$ cat src/rtl/spi_ram_arbiter.sv
// -----------------------------------------------------------------------------
// spi_ram_arbiter
//
// Arbitrates a single-port RAM between SPI frames received from the SPI slave
// and a local host port. SPI frames carry a 2-bit command and an 8-bit payload:
//   00 set write address, 01 write payload, 10 set read address, 11 read.
// Address commands never touch the RAM and retire in any ARB cycle. RAM
// commands (SPI 01/11 and host requests) are arbitrated round-robin against
// last_grant and issued as single-cycle RAM accesses.
//
// Ports
//   clk, rst_n                 clock, asynchronous active-low reset
//   spi_rx_data[9:0]           {cmd[1:0], payload[7:0]} from the SPI slave
//   spi_rx_valid               level from the slave, rising edge = new frame
//   spi_ss_n                   slave select, high releases spi_tx_valid
//   spi_tx_data/spi_tx_valid   read data returned to the slave
//   host_req/we/addr/wdata     host request, held until host_gnt
//   host_gnt                   pulse in the host access issue cycle
//   host_rdata/host_rvalid     host read data, rvalid is a one-cycle pulse
//   mem_en/we/addr/wdata       RAM command, all zero while mem_en is low
//   mem_rdata                  RAM read data, valid the cycle after the read
//   spi_overflow               sticky, a SPI frame was dropped
//   busy                       FSM is not in ARB
// -----------------------------------------------------------------------------
module spi_ram_arbiter #(
  parameter int ADDR_WIDTH = 8
) (
  input  logic                  clk,
  input  logic                  rst_n,
  input  logic [9:0]            spi_rx_data,
  input  logic                  spi_rx_valid,
  input  logic                  spi_ss_n,
  output logic [7:0]            spi_tx_data,
  output logic                  spi_tx_valid,
  input  logic                  host_req,
  input  logic                  host_we,
  input  logic [ADDR_WIDTH-1:0] host_addr,
  input  logic [7:0]            host_wdata,
  output logic                  host_gnt,
  output logic [7:0]            host_rdata,
  output logic                  host_rvalid,
  output logic                  mem_en,
  output logic                  mem_we,
  output logic [ADDR_WIDTH-1:0] mem_addr,
  output logic [7:0]            mem_wdata,
  input  logic [7:0]            mem_rdata,
  output logic                  spi_overflow,
  output logic                  busy
);

  localparam int DATA_W = 8;

  localparam logic [1:0] CMD_SET_WR = 2'b00;
  localparam logic [1:0] CMD_WRITE  = 2'b01;
  localparam logic [1:0] CMD_SET_RD = 2'b10;
  localparam logic [1:0] CMD_READ   = 2'b11;

  typedef enum logic [1:0] {
    ARB        = 2'd0,
    WR_ISSUE   = 2'd1,
    RD_ISSUE   = 2'd2,
    RD_CAPTURE = 2'd3
  } state_t;

  typedef enum logic {
    GRANT_SPI  = 1'b0,
    GRANT_HOST = 1'b1
  } grant_t;

  // Zero-extend or truncate the 8-bit SPI payload to the RAM address width.
  function automatic logic [ADDR_WIDTH-1:0] fit_addr(input logic [DATA_W-1:0] p);
    logic [ADDR_WIDTH-1:0] a;
    a = '0;
    for (int i = 0; i < ADDR_WIDTH; i++) begin
      a[i] = (i < DATA_W) ? p[i[2:0]] : 1'b0;
    end
    return a;
  endfunction

  state_t                state;
  grant_t                last_grant;
  logic                  spi_rx_valid_p0;
  logic                  slot_full;
  logic [1:0]            slot_cmd;
  logic [DATA_W-1:0]     slot_payload;
  logic [ADDR_WIDTH-1:0] wr_addr;
  logic [ADDR_WIDTH-1:0] rd_addr;
  logic                  op_host;

  logic                  rx_edge;
  logic                  spi_contend;
  logic                  host_contend;
  logic                  grant_spi;
  logic                  grant_host;
  logic                  slot_consume;
  logic                  rd_cmd_accepted;
  logic                  op_we;
  logic [ADDR_WIDTH-1:0] op_addr;
  logic [DATA_W-1:0]     op_wdata;

  assign rx_edge = spi_rx_valid && !spi_rx_valid_p0;
  assign busy    = (state != ARB);

  always_comb begin
    spi_contend  = (state == ARB) && slot_full && slot_cmd[0];
    host_contend = (state == ARB) && host_req;
    // With both contending, the requester that did not win last time goes.
    grant_spi    = spi_contend && (!host_contend || (last_grant == GRANT_HOST));
    grant_host   = host_contend && !grant_spi;
    // Address commands retire in any ARB cycle; RAM commands only when granted.
    slot_consume = (state == ARB) && slot_full && (!slot_cmd[0] || grant_spi);
    // A new read frame entering the slot releases the previous read data.
    rd_cmd_accepted = rx_edge && (spi_rx_data[9:8] == CMD_READ) &&
                      (!slot_full || slot_consume);

    op_we    = 1'b0;
    op_addr  = '0;
    op_wdata = '0;
    if (grant_host) begin
      op_we    = host_we;
      op_addr  = host_addr;
      op_wdata = host_wdata;
    end else if (grant_spi) begin
      op_we    = (slot_cmd == CMD_WRITE);
      op_addr  = (slot_cmd == CMD_WRITE) ? wr_addr : rd_addr;
      op_wdata = (slot_cmd == CMD_WRITE) ? slot_payload : '0;
    end
  end

  always_ff @(posedge clk or negedge rst_n) begin
    if (!rst_n) begin
      state           <= ARB;
      last_grant      <= GRANT_HOST;
      spi_rx_valid_p0 <= 1'b0;
      slot_full       <= 1'b0;
      slot_cmd        <= '0;
      slot_payload    <= '0;
      wr_addr         <= '0;
      rd_addr         <= '0;
      op_host         <= 1'b0;
      spi_tx_data     <= '0;
      spi_tx_valid    <= 1'b0;
      host_gnt        <= 1'b0;
      host_rdata      <= '0;
      host_rvalid     <= 1'b0;
      mem_en          <= 1'b0;
      mem_we          <= 1'b0;
      mem_addr        <= '0;
      mem_wdata       <= '0;
      spi_overflow    <= 1'b0;
    end else begin
      spi_rx_valid_p0 <= spi_rx_valid;

      // RAM command and grant are single-cycle; idle values are all zero.
      mem_en      <= 1'b0;
      mem_we      <= 1'b0;
      mem_addr    <= '0;
      mem_wdata   <= '0;
      host_gnt    <= 1'b0;
      host_rvalid <= 1'b0;

      // One-entry pending slot for SPI frames.
      if (rx_edge && slot_full && !slot_consume) begin
        spi_overflow <= 1'b1;
      end else if (rx_edge) begin
        slot_full    <= 1'b1;
        slot_cmd     <= spi_rx_data[9:8];
        slot_payload <= spi_rx_data[7:0];
      end else if (slot_consume) begin
        slot_full <= 1'b0;
      end

      if (spi_ss_n || rd_cmd_accepted) begin
        spi_tx_valid <= 1'b0;
      end

      case (state)
        // Stage: arbitration and address-command decode
        ARB: begin
          if (slot_full && (slot_cmd == CMD_SET_WR)) begin
            wr_addr <= fit_addr(slot_payload);
          end
          if (slot_full && (slot_cmd == CMD_SET_RD)) begin
            rd_addr <= fit_addr(slot_payload);
          end
          if (grant_spi || grant_host) begin
            mem_en     <= 1'b1;
            mem_we     <= op_we;
            mem_addr   <= op_addr;
            mem_wdata  <= op_we ? op_wdata : '0;
            host_gnt   <= grant_host;
            op_host    <= grant_host;
            last_grant <= grant_host ? GRANT_HOST : GRANT_SPI;
            state      <= op_we ? WR_ISSUE : RD_ISSUE;
          end
        end
        // Stage: write presented to the RAM
        WR_ISSUE: begin
          state <= ARB;
        end
        // Stage: read presented to the RAM
        RD_ISSUE: begin
          state <= RD_CAPTURE;
        end
        // Stage: read data returned by the RAM
        RD_CAPTURE: begin
          if (op_host) begin
            host_rdata  <= mem_rdata;
            host_rvalid <= 1'b1;
          end else begin
            spi_tx_data  <= mem_rdata;
            spi_tx_valid <= !spi_ss_n;
          end
          state <= ARB;
        end
        default: state <= ARB;
      endcase
    end
  end

endmodule

$ cat config.mk
export PLATFORM = sky130hd
export DESIGN_NAME = spi_ram_arbiter
export DESIGN_NICKNAME = d
export VERILOG_FILES = /design/src/rtl/spi_ram_arbiter.sv
export SDC_FILE = /design/constraint.sdc
export NUM_CORES = 1
export LEC_CHECK = 0
export CORE_AREA = 2 2 86 88
export CTS_CLUSTER_DIAMETER = 100
export DETAILED_ROUTE_END_ITERATION = 10
export DIE_AREA = 0 0 88 90
export PLACE_DENSITY = 0.71
export SYNTH_ARGS = -nofsm -noshare
export SYNTH_HDL_FRONTEND = slang
export SYNTH_SLANG_ARGS = --single-unit
$ cat constraint.sdc
create_clock -name clk -period 1.6 [get_ports clk]
set_input_delay 0.32 -clock clk [delete_from_list [all_inputs] [get_ports clk]]
set_output_delay 0.32 -clock clk [all_outputs]
set_load 0.03 [all_outputs]
Word level (Yosys, flattened, before mapping)
Index checks and enable logic that the tools add are counted.
{"block": "op_classes", "mux": 30, "n_reduce_logical": 37, "eq_ne": 7, "bitwise_logic": 2}
{"op": "$mux 8", "count": 11}
{"op": "$mux 1", "count": 16}
{"op": "$reduce_and 2->1", "count": 7}
{"op": "$logic_and 1x1->1", "count": 13}
{"op": "$eq 2x2->1 const B", "count": 4}
{"op": "$logic_not 1->1", "count": 7}
{"op": "$pmux 2 s3", "count": 1}
{"op": "$logic_or 1x1->1", "count": 5}
{"op": "$eq 2x1->1 const B", "count": 2}
{"op": "$logic_not 2->1", "count": 2}
{"op": "$mux 2", "count": 2}
{"op": "$reduce_bool 2->1", "count": 2}
{"op": "$ne 2x1->1 const B", "count": 1}
{"op": "$not 1->1", "count": 2}
{"op": "$reduce_or 2->1", "count": 1}
{"block": "totals", "output_inout_bits": 39, "inputBits": 40, "wordCells": 95, "ff_bits": 70}

Depth between registers and ports, before layout
{"block": "depth", "word_depth": 13, "ltp_mapped": 5}

Least setup slack after synthesis
Ideal clock, no wire load.
{"block": "synth_path", "kind": "register to register", "start": "register state[0]", "end": "register wr_addr[0]", "setup_ns": 0.125, "synth_period_minus_slack_ns": 1.650, "slack_ns": -0.050, "t_arrival_ns": 1.526, "path_stages_with_launch": 5, "path_buffers": 0, "path_cell_list": "dfrtp_1 nor2_4 inv_2 nor4b_4 mux2_2"}
{"block": "synth_between", "elab_chain_cells": 2}
{"item": "start, declared", "line": "80", "text": "state_t state;"}
{"item": "start signal, assigned", "line": "194", "text": "state <= op_we ? WR_ISSUE : RD_ISSUE;"}
{"item": "$logic_not 2->1", "line": "177", "text": "case (state)"}
{"item": "$reduce_and 2->1 (no line)"}
{"item": "end signal, assigned", "line": "181", "text": "wr_addr <= fit_addr(slot_payload);"}
{"item": "end, declared", "line": "86", "text": "logic [ADDR_WIDTH-1:0] wr_addr;"}
Every way passes these cells.
A chain may end at the register's enable or synchronous reset.

Final worst setup path
{"block": "layout_path", "start": "register state[1]", "end": "register wr_addr[1]"}
The elaborated chain is that of the path after synthesis.

==> summary.txt <==
result of the run: complete, no violations
Num Clock Sinks: 70
clock power share: 18.2%
I/O Pins: 79
minimum clock period after layout: 1.581 ns
Area after DPL: 3855 sq um
pre-CTS setup slack: -0.3282 ns
clock latency on the worst-skew pair: 0.34 ns
drt drc: 0
antenna-violating nets left: 0
relative slew slack: 75.92%
# diodes: 0
core outline area: 7020 sq um
max incr delay on CP: 0.44 ns
CP Class: flop to flop
drt first pass iters: 4
I/O Buffers: 78
Post-Syn Area per Cell: 14.85 sq um
Psw: 2.912 mW
Ys Warns: 0
CP Launch Type: flop
largest net degree at the start of global routing: 71
vias in the first global route: 2029
sequential share of power: 37.4%
Max Freq: 632.6 MHz
GR Util All Layers: 17.10%
CP max FO: 5
CP startpoint: state[1]
EDFF count, synth: 0
RSZ-0062 raised after global routing: yes
Synth Register Bits: 70
htree depth: 3
post-route setup slack: 0.01927 ns
Critical Path RT: 1.82 ns
Final Util: 57.73%
Hold Path Sink: spi_overflow
Fin. Hold Viols: 0
Post-synth top flop: dfrtp_1
Initial Util: 39.14%
HPWL Detailed: 4.492 mm
Hold Path Cell Cnt: 1
CTS tree: yes
Slowest cell on crit path: dfrtp_2
vias per inst: 4.761
Reg clk slew, reported paths: 0.07 ns
crit path DAT: 1.80 ns
FF-to-FF path depth: 5
worst-path cell chain: nor2_4 -> inv_4 -> nor4b_4 -> buf_4 -> mux2_2
global-route wire length before repair: 10.23 mm
Net Sw Frac: 37.07%
FF-to-FF Start: state[1]
final setup vio count: 0
worst hold slack: 0.4896 ns
root buffer cell: clkbuf_8
Die W: 88 um
num rows: 31
Worst Clk Skew: 0.009350 ns
drt initial violations: 72
static leakage: 1.914 nW
sequential share of the synthesized area: 63.80%
most common cell after layout, fill and taps aside: dfrtp_1
combinational group share of total power: 44.4%
final instance area: 4053 sq um
Total Die Area: 7920 sq um
routed wire length: 6.254 mm
cell internal pwr: 4.945 mW
Worst R2R Setup Slack: 0.02 ns
GRT Residual Overflow: 0
Syn Nets: 225
drt wl/cell: 15.71 um
gpl congestion: 0.7891
initial antenna violation count: 0
Worst R2R End: wr_addr[1]
Layout area overhead: 47.50%
Max Transition Viols Final: 0
vias: 1895
HP Class: flop to flop
Syn Inst Count: 185
NumNets Final: 334
layout cells sized above 1: 32.11%
Clock Path Buffers: 2
Pwr Density: 1939 nW/um^2
Chip Height: 90 um
Peak VDD IR: 0.0009857 V
start point of the worst hold path: spi_overflow
CTS buffer count: 9
Maximum Capacitance Violations: 0
commonest non-fill, non-tap cells in the layout: 67 x dfrtp_1, 38 x mux2_2, 38 x clkdlybuf4s50_1, 38 x dlygate4sd2_1, 22 x buf_4
Worst setup EP type: flop
Tightest Pin Transition: 0.3612 ns
synthesized area: 2748 sq um
Synth cell types: 31
Period Utilization, post-route: 98.80%
asr flop ratio synth: 100.0%
[state kept, by name (all words and copies together), names as in the netlist]
| register | count |
|---|---|
| host_gnt | 1 |
| host_rdata | 8 |
| host_rvalid | 1 |
| last_grant | 1 |
| mem_addr | 8 |
| mem_en | 1 |
| mem_wdata | 8 |
| mem_we | 1 |
| op_host | 1 |
| rd_addr | 8 |
| slot_cmd | 2 |
| slot_full | 1 |
| slot_payload | 8 |
| spi_overflow | 1 |
| spi_rx_valid_p0 | 1 |
| spi_tx_data | 8 |
| spi_tx_valid | 1 |
| state | 2 |
| wr_addr | 8 |
[cell families (layout without fill, tap and decap cells)]
family / after synthesis / in the layout / synth area share, %
flip-flops: 70 / 70 / 63.80
buffers and inverters: 13 / 127 / 1.958
AND/OR/NAND/NOR: 26 / 26 / 6.739
AO/OA/AOI/OAI: 27 / 27 / 7.787
multiplexers: 49 / 49 / 19.72
[per-layer routing]
metal	share of wire (%)	routed length, um	global-route usage [%]	vias up
met4	2.1	132	7.051	0
met1	42	2657	22.52	948
met2	51	3207	27.02	45
met3	4.1	256	3.857	10
met5	0	0	0	-
li1	-	-	-	892
[final cells by class]
cell class	count	area [sq um]
fillers	600	2968
clock buffers	11	141.4
inverters	5	21.27
repair buffers	106	980.9
clock inverters	5	57.56
well taps	99	123.9
flip-flops and latches	70	1755
multi-input cells	102	972.2
[repair_timing]
| action | in CTS | in global routing |
|---|---|---|
| gates resized for setup | 44 | 12 |
| setup buffers | 1 | 0 |
| hold buffers | 1 | 0 |
| endpoints found under the hold margin | 16 | 0 |
| pin swaps | 2 | 0 |
| setup endpoints to repair | 57 | 27 |
[power by group through the flow]
stage               Combinational, mW  Clock, mW  Sequential, mW
floorplan                        1.37          0            3.64
global placement                 3.64          0            2.93
detailed placement               3.70          0            2.97
CTS                              3.46       1.46            2.93
global route                     3.71       1.56            3.05
finish                           3.49       1.43            2.94
[through the flow]
step           total power, mW   TNS, ns  std cells
5_1_grt                  8.322  -0.08563        398
3_5_place_dp             6.666    -5.541        381
4_1_cts                  7.849         0        398
6_report                 7.857         0        398
3_3_place_gp             6.573    -5.419        381
2_1_floorplan            5.014   -0.3987        185
[worst max path at each step]
stage / depth (start not counted) / slack [ns] / to
after floorplan: 4 / -0.05 / wr_addr[0]
after global placement: 5 / -0.33 / mem_wdata[3]
after detailed placement: 5 / -0.33 / mem_wdata[3]
after CTS: 3 / 0.008 / busy
after global routing: 5 / -0.03 / wr_addr[1]
final: 5 / 0.02 / wr_addr[1]
[critical path: cells and delay by family, from the launching register on]
| kind | cells | cell delay [ns] |
|---|---|---|
| flip-flops | 1 | 0.44 |
| AND/OR/NAND/NOR | 2 | 0.40 |
| multiplexers | 1 | 0.34 |
| buffers and inverters | 2 | 0.28 |
[Yosys cell counts (2+ instances only)]
cell type	n	area [sq um]
nand2b_1	4	25.02
mux2_2	41	461.7
and3_1	2	12.51
clkbuf_1	4	15.01
nand2_1	3	11.26
nand3_1	3	15.01
inv_1	4	15.01
o2bb2ai_1	8	70.07
nor2b_1	2	12.51
a21oi_1	3	15.01
a22o_1	8	70.07
buf_2	4	20.02
mux2i_1	8	80.08
dfrtp_1	69	1727
o21ai_0	3	15.01
nand4b_1	2	17.52
a211o_1	2	17.52
and2_1	2	12.51
(Power assumes the default switching activity.)
